## src/rtl/ram_stream_pkg.sv

```systemverilog
// Shared types and sizing for the RAM stream reader.
// Build option: define RAM_READ_REG_EN when the RAM has an output register.
// That gives a two-cycle read latency and a deeper buffer.
package ram_stream_pkg;

    typedef enum logic [1:0] {
        IDLE  = 2'd0,
        READ  = 2'd1,
        DRAIN = 2'd2
    } state_t;

`ifdef RAM_READ_REG_EN
    localparam int READ_LATENCY = 2;
`else
    localparam int READ_LATENCY = 1;
`endif

    // Two slots beyond the read latency keep reads flowing back to back
    // while still leaving room to absorb a stalled consumer.
    localparam int BUF_DEPTH = READ_LATENCY + 2;

    // Both the buffer occupancy and the in-flight count range over 0..BUF_DEPTH.
    localparam int CNT_WIDTH = $clog2(BUF_DEPTH + 1);

endpackage

```

## src/rtl/stream_skid_fifo.sv

```systemverilog
// Small circular buffer that sits in front of the output stream.
// The head entry is presented directly, so stream data comes straight from storage registers.
// At most one push and one pop are made per cycle.
// A push into a full buffer is accepted only when a pop happens in the same cycle.
module stream_skid_fifo #(
    parameter int WIDTH     = 9,
    parameter int DEPTH     = 3,
    parameter int CNT_WIDTH = $clog2(DEPTH + 1)
) (
    input  logic                 clk,
    input  logic                 reset,
    input  logic                 push,
    input  logic [WIDTH-1:0]     push_data,
    input  logic                 pop,
    output logic [WIDTH-1:0]     head_data,
    output logic                 head_valid,
    output logic [CNT_WIDTH-1:0] occupancy
);

    localparam int PTR_WIDTH = (DEPTH > 1) ? $clog2(DEPTH) : 1;

    logic [WIDTH-1:0]     mem [DEPTH];
    logic [PTR_WIDTH-1:0] rd_ptr;
    logic [PTR_WIDTH-1:0] wr_ptr;
    logic                 do_push;
    logic                 do_pop;

    function automatic logic [PTR_WIDTH-1:0] next_ptr(input logic [PTR_WIDTH-1:0] ptr);
        return (ptr == PTR_WIDTH'(DEPTH - 1)) ? '0 : ptr + 1'b1;
    endfunction

    assign do_pop     = pop && (occupancy != '0);
    assign do_push    = push && ((occupancy != CNT_WIDTH'(DEPTH)) || do_pop);
    assign head_data  = mem[rd_ptr];
    assign head_valid = (occupancy != '0);

    // Storage, pointers and occupancy.
    // Storage is cleared on reset so the exposed head reads as zero.
    always_ff @(posedge clk) begin
        if (reset) begin
            for (int i = 0; i < DEPTH; i++) begin
                mem[i] <= '0;
            end
            rd_ptr    <= '0;
            wr_ptr    <= '0;
            occupancy <= '0;
        end else begin
            if (do_push) begin
                mem[wr_ptr] <= push_data;
                wr_ptr      <= next_ptr(wr_ptr);
            end
            if (do_pop) begin
                rd_ptr <= next_ptr(rd_ptr);
            end
            case ({do_push, do_pop})
                2'b10:   occupancy <= occupancy + 1'b1;
                2'b01:   occupancy <= occupancy - 1'b1;
                default: occupancy <= occupancy;
            endcase
        end
    end

endmodule

```

## src/rtl/ram_stream_reader.sv

```systemverilog
// Reads a run of consecutive RAM words and replays them as a valid/ready stream with a last marker.
// Reads are paced by credits: a read is issued only when its word is guaranteed a buffer slot.
// Words already buffered, words still inside the RAM pipeline, and a beat leaving this cycle
// are all counted against the buffer depth.
// Build option RAM_READ_REG_EN selects the two-cycle RAM read latency (see ram_stream_pkg).
module ram_stream_reader
    import ram_stream_pkg::*;
#(
    parameter int ADDR_WIDTH = 12,
    parameter int DATA_WIDTH = 8,
    parameter int LEN_WIDTH  = 13
) (
    input  logic                  clk,
    input  logic                  reset,
    input  logic                  start,
    input  logic [ADDR_WIDTH-1:0] base_addr,
    input  logic [LEN_WIDTH-1:0]  length,
    output logic                  busy,
    output logic                  done,
    output logic [ADDR_WIDTH-1:0] ram_addr,
    output logic                  ram_write_enable,
    output logic [DATA_WIDTH-1:0] ram_data_in,
    input  logic [DATA_WIDTH-1:0] ram_data_out,
    output logic [DATA_WIDTH-1:0] out_data,
    output logic                  out_valid,
    input  logic                  out_ready,
    output logic                  out_last
);

    state_t                  state_q;
    state_t                  state_d;
    logic [ADDR_WIDTH-1:0]   cur_addr;
    logic [LEN_WIDTH-1:0]    remaining;
    logic [READ_LATENCY:0]   pipe_valid;
    logic [READ_LATENCY:0]   pipe_last;
    logic [CNT_WIDTH-1:0]    inflight;
    logic [CNT_WIDTH-1:0]    occupancy;
    logic [CNT_WIDTH:0]      credit_used;
    logic [DATA_WIDTH:0]     head;
    logic                    head_valid;
    logic                    accept;
    logic                    can_issue;
    logic                    issue;
    logic                    push;
    logic                    pop;
    logic                    done_d;

    assign ram_write_enable = 1'b0;
    assign ram_data_in      = '0;

    assign out_valid = head_valid;
    assign out_data  = head[DATA_WIDTH-1:0];
    assign out_last  = head[DATA_WIDTH] && head_valid;

    assign pop    = out_valid && out_ready;
    assign push   = pipe_valid[READ_LATENCY];
    assign accept = (state_q == IDLE) && start && (length != '0);

    // A beat leaving this cycle frees its slot in time for a read issued now.
    assign credit_used = {1'b0, occupancy} + {1'b0, inflight} - {{CNT_WIDTH{1'b0}}, pop};
    assign can_issue   = credit_used < (CNT_WIDTH + 1)'(BUF_DEPTH);

    stream_skid_fifo #(
        .WIDTH     (DATA_WIDTH + 1),
        .DEPTH     (BUF_DEPTH),
        .CNT_WIDTH (CNT_WIDTH)
    ) u_fifo (
        .clk       (clk),
        .reset     (reset),
        .push      (push),
        .push_data ({pipe_last[READ_LATENCY], ram_data_out}),
        .pop       (pop),
        .head_data (head),
        .head_valid(head_valid),
        .occupancy (occupancy)
    );

    // Next state and read issue.
    // The transfer ends on the handshake of the final beat; by then nothing remains in flight.
    always_comb begin
        state_d = state_q;
        issue   = 1'b0;
        done_d  = 1'b0;
        case (state_q)
            IDLE: begin
                if (start) begin
                    if (length != '0) begin
                        state_d = READ;
                    end else begin
                        done_d = 1'b1;
                    end
                end
            end
            READ: begin
                if (can_issue) begin
                    issue = 1'b1;
                    if (remaining == LEN_WIDTH'(1)) begin
                        state_d = DRAIN;
                    end
                end
            end
            DRAIN: begin
                if (pop && out_last) begin
                    state_d = IDLE;
                    done_d  = 1'b1;
                end
            end
            default: state_d = IDLE;
        endcase
    end

    // State register plus the registered busy and done flags.
    always_ff @(posedge clk) begin
        if (reset) begin
            state_q <= IDLE;
            busy    <= 1'b0;
            done    <= 1'b0;
        end else begin
            state_q <= state_d;
            busy    <= (state_d != IDLE);
            done    <= done_d;
        end
    end

    // Address generation, the remaining count, and the RAM latency shadow.
    // The shadow tags each read so its word is pushed into the buffer the cycle it appears.
    always_ff @(posedge clk) begin
        if (reset) begin
            cur_addr   <= '0;
            remaining  <= '0;
            ram_addr   <= '0;
            pipe_valid <= '0;
            pipe_last  <= '0;
            inflight   <= '0;
        end else begin
            if (accept) begin
                cur_addr  <= base_addr;
                remaining <= length;
            end else if (issue) begin
                cur_addr  <= cur_addr + 1'b1;
                remaining <= remaining - 1'b1;
            end
            if (issue) begin
                ram_addr <= cur_addr;
            end
            pipe_valid <= {pipe_valid[READ_LATENCY-1:0], issue};
            pipe_last  <= {pipe_last[READ_LATENCY-1:0], issue && (remaining == LEN_WIDTH'(1))};
            case ({issue, push})
                2'b10:   inflight <= inflight + 1'b1;
                2'b01:   inflight <= inflight - 1'b1;
                default: inflight <= inflight;
            endcase
        end
    end

endmodule

```

## config.mk

```make
export PLATFORM = sky130hd
export DESIGN_NAME = ram_stream_reader
export DESIGN_NICKNAME = d
export VERILOG_FILES = /design/src/rtl/ram_stream_pkg.sv /design/src/rtl/stream_skid_fifo.sv /design/src/rtl/ram_stream_reader.sv
export SDC_FILE = /design/constraint.sdc
export NUM_CORES = 1
export LEC_CHECK = 0
export ABC_AREA = 1
export CAP_MARGIN = 20
export CORE_ASPECT_RATIO = 1.75
export CORE_MARGIN = 10
export CORE_UTILIZATION = 49
export CTS_CLUSTER_DIAMETER = 40
export DETAILED_ROUTE_END_ITERATION = 16
export PLACE_DENSITY = 0.84
export SYNTH_ARGS = -nofsm -noshare
export SYNTH_HDL_FRONTEND = slang
export SYNTH_HIERARCHICAL = 1
export SYNTH_SLANG_ARGS = --single-unit
```

## constraint.sdc

```tcl
create_clock -name clk -period 3.1 [get_ports clk]
set_input_delay 0.31 -clock clk [delete_from_list [all_inputs] [get_ports clk]]
set_output_delay 0.31 -clock clk [all_outputs]
set_load 0.02 [all_outputs]
```

==> results of run 1 <==
-- cell usage in the layout (no fill, tap or decap), types with 2 or more instances in the layout --
cell             instances
clkdlybuf4s50_1         60
o21ai_0                 24
dfxtp_1                 53
or2_2                    2
inv_1                   62
a21oi_1                 24
clkbuf_16                9
nor2_1                 121
ha_1                     7
nand3_1                 68
nand4_1                  5
o21ai_1                 22
inv_2                    5
clkbuf_8                 2
nor3_1                   2
o22ai_1                  9
nand2_4                  2
nand2_1                 98
nor2_4                   2
conb_1                   9
nor2_2                   3
xor2_1                   8
buf_4                    7
edfxtp_1                36
clkinv_2                 2
-- per-layer routing --
layer  share of wire (%)  wire [um]  up-vias
li1                    -          -     2024
met1                  38       4128     1920
met2                  55       5997       97
met3                 5.1        556       15
met4                 1.8        191        0
met5                   0          0        -
-- power groups by stage --
| stage | Sequential (mW) | Combinational (mW) | Clock [mW] |
|---|---|---|---|
| after global routing | 1.40 | 0.677 | 1.08 |
| after CTS | 1.39 | 0.606 | 1.03 |
| after global placement | 1.41 | 0.583 | 0 |
| after detailed placement | 1.42 | 0.602 | 0 |
| after floorplan | 1.43 | 0.384 | 0 |
| final | 1.39 | 0.606 | 1.01 |
-- worst max-delay path, stage by stage (launching register included) --
cell	delay [ns]
dfxtp_4	0.38
inv_2	0.06
nand2_2	0.09
nand2_1	0.12
or2_2	0.32
nand2_1	0.07
ha_1	0.16
fa_1	0.42
nand2_1	0.10
nand2_1	0.07
nor2_2	0.10
nand2_1	0.08
ha_1	0.30
a21oi_1	0.12
o21ai_0	0.12
o21ai_1	0.13
a21oi_1	0.06
-- cells by family after synthesis --
logic type / count (synthesis)
xor+xnor: 8
flops: 91
fa+ha+maj: 8
simple gates: 309
compound gates: 80
other cells: 1
buf+inv: 98
-- flip-flops by register name, summed over array words and instances, names as in the netlist, 2 cells and up, named ones only --
name / count
pipe_last: 2
state_q: 2
cur_addr: 12
u_fifo/occupancy: 2
u_fifo/wr_ptr: 2
inflight: 2
pipe_valid: 2
u_fifo/rd_ptr: 2
u_fifo/mem: 36
ram_addr: 12
remaining: 13
-- final timing paths --
kind	to	slack (ns)	cells past startpoint
worst max-delay path	inflight[1]$_SDFFE_PP0P_	0.29	16
worst min register to register	pipe_valid[1]$_SDFF_PP0_	0.40	2
worst min-delay path	pipe_valid[1]$_SDFF_PP0_	0.40	2
worst max register to register	inflight[1]$_SDFFE_PP0P_	0.29	16
-- metrics by stage --
| stage | utilization (%) | power, mW |
|---|---|---|
| floorplan | - | 1.813 |
| global placement | 57.46 | 1.996 |
| detailed placement | 57.46 | 2.019 |
| CTS | 60.55 | 3.027 |
| global route | 60.61 | 3.163 |
| finish | 60.61 | 3.009 |
-- cell type report --
| class | count | area share, % |
|---|---|---|
| multi-input cells | 414 | 35.64 |
| clock buffers | 12 | 4.654 |
| repair buffers | 68 | 12.21 |
| clock inverters | 4 | 0.4540 |
| inverters | 68 | 4.631 |
| flip-flops and latches | 91 | 39.68 |
| well taps | 120 | 2.724 |
==> flow_metrics.py, run 1 <==
metrics = {
    "outcome": {
        "status": "finished, final reports clean",
    },
    "clock_tree": {
        "cts_root_buffer": "clkbuf_16",
        "cts_resized": 0,
        "post_cts_buffers": 0,
        "numCtsBuffers": 9,
        "cts_sinks": 91,
        "postCtsHoldBufs": 0,
        "path_clk_slew_ns": 0.06,
        "clk_path_buf_depth": 2,
        "cts_tree": "done",
        "htree_num_levels": 3,
        "clk_latency_ns": 0.33,
    },
    "critical_path": {
        "required_ns": 3.32,
        "end_kind": "flip-flop",
        "r2r-start": "u_fifo/occupancy[0]$_SDFFE_PP0P_",
        "cp-startpoint": "u_fifo/occupancy[0]$_SDFFE_PP0P_",
        "critical_path_peak_fanout": 6,
        "worst_ep_arrival_time_ns": 3.03,
        "worstSetupPathType": "flip-flop to flip-flop",
        "setup.worst_path.start_class": "flip-flop",
    },
    "sta": {
        "setup_slack_ns": 0.2937,
        "rsz0062_at_grt": "no",
        "slew_violations": 0,
        "hold_ws_ns": 0.4029,
        "setup_tns_ns": 0,
        "timing.final.crit_share_pct": 90.53,
        "min_period_ns": 2.806,
        "hold_viol": 0,
        "skew_ns": 0.005182,
        "worstMarginPinSlew_ns": 0.7688,
        "fmax_ghz": 0.3563,
        "maxSlewHeadroom_pct": 48.43,
        "setup_violations": 0,
    },
    "place": {
        "hpwl_um": 8216,
        "port_buffers": 60,
        "pre_cts_ws_ns": 0.06879,
        "place_area_sq_mm": 0.005225,
        "dp.cells": 761,
        "globalplace.congestion": 0.8408,
    },
    "detailed_routing": {
        "final_antenna_net_count": 0,
        "first_pass_iters": 4,
        "drcViolationCount": 0,
        "viasPerCell": 5.220,
        "vias": 4056,
        "avgRoutedWirePerCell_um": 13.99,
        "first_iter_violations": 157,
        "wl_um": 10870,
    },
    "floorplanning": {
        "dieWidth_um": 93.04,
        "start_util_pct": 50.30,
        "die_y_um": 147.8,
        "rows": 46,
        "dieArea_sq_mm": 0.01375,
        "io_pins": 70,
        "coreArea_sq_mm": 0.009094,
    },
    "logic_synthesis": {
        "async_flop_share_pct": 0,
        "synth_edf_count": 36,
        "synthSimpleGateAreaFrac_pct": 29.21,
        "synth.largest_area_cell": "dfxtp_1",
        "synthAdderAreaFrac_pct": 2.352,
        "synth_seq_cells": 91,
        "yosysWarnings": 6,
        "synth_top_family_by_area": "simple AND/OR/NAND/NOR gates",
        "ys_top_cells_by_count": "121 x nor2_1, 99 x nand2_1, 68 x nand3_1",
        "synth_compound_area_share_pct": 9.054,
        "synth_area_sq_mm": 0.004574,
        "syn_area_per_cell_sq_um": 7.688,
        "netlist.area_leader.share_pct": 24.07,
        "yosysUniqueCellTypes": 33,
        "synthMuxAreaShare_pct": 0,
        "synthCells": 595,
        "synth_xor_area_share_pct": 1.532,
        "yosys-top-cells-area": "dfxtp_1 24%, edfxtp_1 24%, nor2_1 9.9%, nand2_1 8.1%, nand3_1 7.4%",
        "synth_most_common_cell": "nor2_1",
        "ys.flop_type": "dfxtp_1",
        "yosysSeqAreaShare_pct": 47.70,
    },
    "layout": {
        "multiInputGateArea_sq_mm": 0.001964,
        "fin_nets": 697,
        "area_growth_pct": 20.49,
        "nFillCells": 832,
        "instances_no_fill": 777,
        "n_antenna_cell": 0,
        "layout-drive-gt1-share_pct": 6.393,
        "seqCellArea_sq_mm": 0.002187,
        "stdcell_area_sq_mm": 0.005512,
    },
    "global_routing": {
        "top_usage_layer": "met2",
        "grt_pass1_wl_um": 17970,
        "grt_pass1_vias": 4064,
        "grt_start_max_net_pins": 42,
        "globalRouteMet1Util_pct": 15.06,
        "overflow": 0,
        "grt_use_met2_pct": 30.39,
        "grt_use_total_pct": 15.72,
        "antenna_found_initial": 0,
        "use_met3_pct": 4.462,
    },
    "worst_hold_path": {
        "hold_start": "pipe_valid[0]$_SDFF_PP0_",
        "hold_class": "flip-flop to flip-flop",
    },
    "power": {
        "p_seq_share_pct": 46.3,
        "power_frac_comb_pct": 20.1,
        "p_per_area_mw_per_mm2": 546.0,
        "clkPwrFrac_pct": 33.6,
        "peakVddDrop_v": 0.0003617,
        "p_int_mw": 2.156,
        "p_sw_share_pct": 28.35,
        "power.switching_mw": 0.8533,
        "p_leak_nw": 2.409,
    },
    "job": {
        "maxCapViolations": 0,
    },
}
Note: power is estimated with default switching activity, not from simulation.
==> run 2, diff against run 1 <==
PLACE_DENSITY = 0.77   (was 0.84)
SKIP_LAST_GASP = 1   (was default)
==> flow_metrics.py, run 2 (same netlist as run 1, synthesis figures left out) <==
metrics = {
    "layout": {
        "instances_no_fill": 776,
        "n_antenna_cell": 0,
        "regMostFlops": "u_fifo/mem",
        "layout-drive-gt1-share_pct": 5.945,
        "final_common_cell": "nor2_1",
        "fin_nets": 696,
        "reg_top3": "u_fifo/mem: 36 flops, remaining: 13 flops",
        "area_growth_pct": 19.99,
        "utilization_pct": 60.36,
        "mostFrequentLayoutCells": "121 x nor2_1, 98 x nand2_1, 68 x nand3_1, 62 x inv_1, 60 x clkdlybuf4s50_1",
        "nFillCells": 835,
        "largest_reg_flops": 36,
    },
    "detailed_routing": {
        "viasPerCell": 5.152,
        "first_iter_violations": 147,
        "first_pass_iters": 7,
        "drcViolationCount": 0,
        "avgRoutedWirePerCell_um": 13.50,
        "vias": 3998,
        "wl_um": 10480,
        "final_antenna_net_count": 0,
    },
    "power": {
        "p_per_area_mw_per_mm2": 543.1,
        "clkPwrFrac_pct": 33.2,
        "p_int_mw": 2.113,
        "power_frac_comb_pct": 20.2,
        "p_seq_share_pct": 46.6,
        "p_leak_nw": 2.387,
        "p_sw_share_pct": 29.11,
        "power.switching_mw": 0.8677,
        "peakVddDrop_v": 0.0003346,
    },
    "sta": {
        "rsz0062_at_grt": "no",
        "setup_violations": 0,
        "hold_viol": 0,
        "timing.final.crit_share_pct": 92.40,
        "worstMarginPinSlew_ns": 0.7563,
        "setup_slack_ns": 0.2357,
        "min_period_ns": 2.864,
        "skew_ns": 0.007648,
        "setup_tns_ns": 0,
        "fmax_ghz": 0.3491,
        "maxSlewHeadroom_pct": 49.27,
        "hold_ws_ns": 0.3998,
        "slew_violations": 0,
    },
    "clock_tree": {
        "path_clk_slew_ns": 0.06,
        "cts_sinks": 91,
        "clk_path_buf_depth": 2,
        "clk_latency_ns": 0.34,
        "post_cts_buffers": 0,
        "cts_root_buffer": "clkbuf_16",
        "postCtsHoldBufs": 0,
        "htree_num_levels": 3,
        "cts_resized": 0,
        "cts_tree": "done",
        "numCtsBuffers": 9,
    },
    "global_routing": {
        "overflow": 0,
        "grt_use_met2_pct": 29.82,
        "antenna_found_initial": 0,
        "globalRouteMet1Util_pct": 14.03,
        "grt_use_total_pct": 15.37,
        "grt_pass1_wl_um": 17350,
        "top_usage_layer": "met2",
        "use_met3_pct": 3.093,
        "grt_pass1_vias": 3997,
        "grt_start_max_net_pins": 42,
    },
    "critical_path": {
        "critical_path_peak_fanout": 5,
        "cp_slowest_stage_delay_ns": 0.42,
        "end_kind": "flip-flop",
        "crit_path_frequent_cell": "nand2_1",
        "r2r_slack_ns": 0.24,
        "worst_ep_arrival_time_ns": 3.08,
        "worstSetupPathType": "flip-flop to flip-flop",
        "r2r_cells": 16,
        "setup.worst_path.start_class": "flip-flop",
        "crit_slowest_cell": "fa_1",
        "r2r-start": "u_fifo/occupancy[1]$_SDFFE_PP0P_",
        "crit_chain": "inv_1 -> nand2_2 -> nand2_1 -> or2_2 -> nand2_1 -> ha_1 -> fa_1 -> nand2_1 -> nand2_1 -> nor2_2 -> nand2_1 -> ha_1 -> a21oi_1 -> o21ai_0 -> o21ai_0 -> a21oi_1",
        "r2r_end": "inflight[1]$_SDFFE_PP0P_",
        "required_ns": 3.32,
    },
    "worst_hold_path": {
        "whs_path_depth": 2,
        "hold_start": "pipe_last[0]$_SDFF_PP0_",
        "hold_class": "flip-flop to flip-flop",
        "whs_endpoint": "pipe_last[1]$_SDFF_PP0_",
    },
    "place": {
        "globalplace.congestion": 0.8369,
        "hpwl_um": 7901,
        "pre_cts_ws_ns": 0.04908,
        "port_buffers": 60,
        "dp.cells": 760,
    },
    "floorplanning": {
        "io_pins": 70,
        "dieWidth_um": 93.04,
        "coreArea_sq_mm": 0.009094,
        "die_y_um": 147.8,
        "rows": 46,
        "start_util_pct": 50.30,
        "dieArea_sq_mm": 0.01375,
    },
    "outcome": {
        "status": "finished, final reports clean",
    },
    "job": {
        "maxCapViolations": 0,
    },
}
## run 2: power by group through the flow
stage	sequential, mW	clock (mW)	combinational [mW]
finish	1.39	0.989	0.602
detailed placement	1.42	0	0.602
global route	1.40	1.06	0.675
floorplan	1.43	0	0.384
global placement	1.41	0	0.585
CTS	1.39	1.01	0.606
## run 2: how the worst max path moves through the flow
stage                                          start                       end
finish              u_fifo/occupancy[1]$_SDFFE_PP0P_  inflight[1]$_SDFFE_PP0P_
CTS                 u_fifo/occupancy[0]$_SDFFE_PP0P_  inflight[1]$_SDFFE_PP0P_
global route        u_fifo/occupancy[1]$_SDFFE_PP0P_  inflight[1]$_SDFFE_PP0P_
floorplan           u_fifo/occupancy[0]$_SDFFE_PP0P_  inflight[1]$_SDFFE_PP0P_
detailed placement                         out_ready  inflight[1]$_SDFFE_PP0P_
global placement                           out_ready  inflight[1]$_SDFFE_PP0P_
## run 2: worst max-delay path, delay by kind of cell, from the launching register on
family	cells	cell delay, ns
AOI/OAI and AO/OA	4	0.47
adders and majority gates	3	0.88
buffers and inverters	1	0.07
DFF	1	0.41
and+or+nand+nor	8	0.92
## run 2: final cells by class
class | instances | area [sq um] | share of cell area (%)
repair buffers | 67 | 665.6 | 12.13
well taps | 120 | 150.1 | 2.735
multi-input cells | 414 | 1964 | 35.79
flip-flops and latches | 91 | 2183 | 39.78
clock buffers | 10 | 229.0 | 4.171
inverters | 68 | 255.2 | 4.650
clock inverters | 6 | 41.29 | 0.7522
## run 2: through the flow
step	power [mW]	area [sq um]
after floorplan	1.813	4607
after global placement	1.998	5218
after detailed placement	2.017	5218
after CTS	3.004	5488
after global routing	3.134	5489
final	2.981	5489
## run 2: metal layers
layer  part of all wire, %  wire [um]  vias to the layer above
li1                      -          -                     2024
met1                    37       3927                     1835
met2                    55       5759                      120
met3                   5.1        536                       19
met4                   2.4        253                        0
met5                     0          0                        -
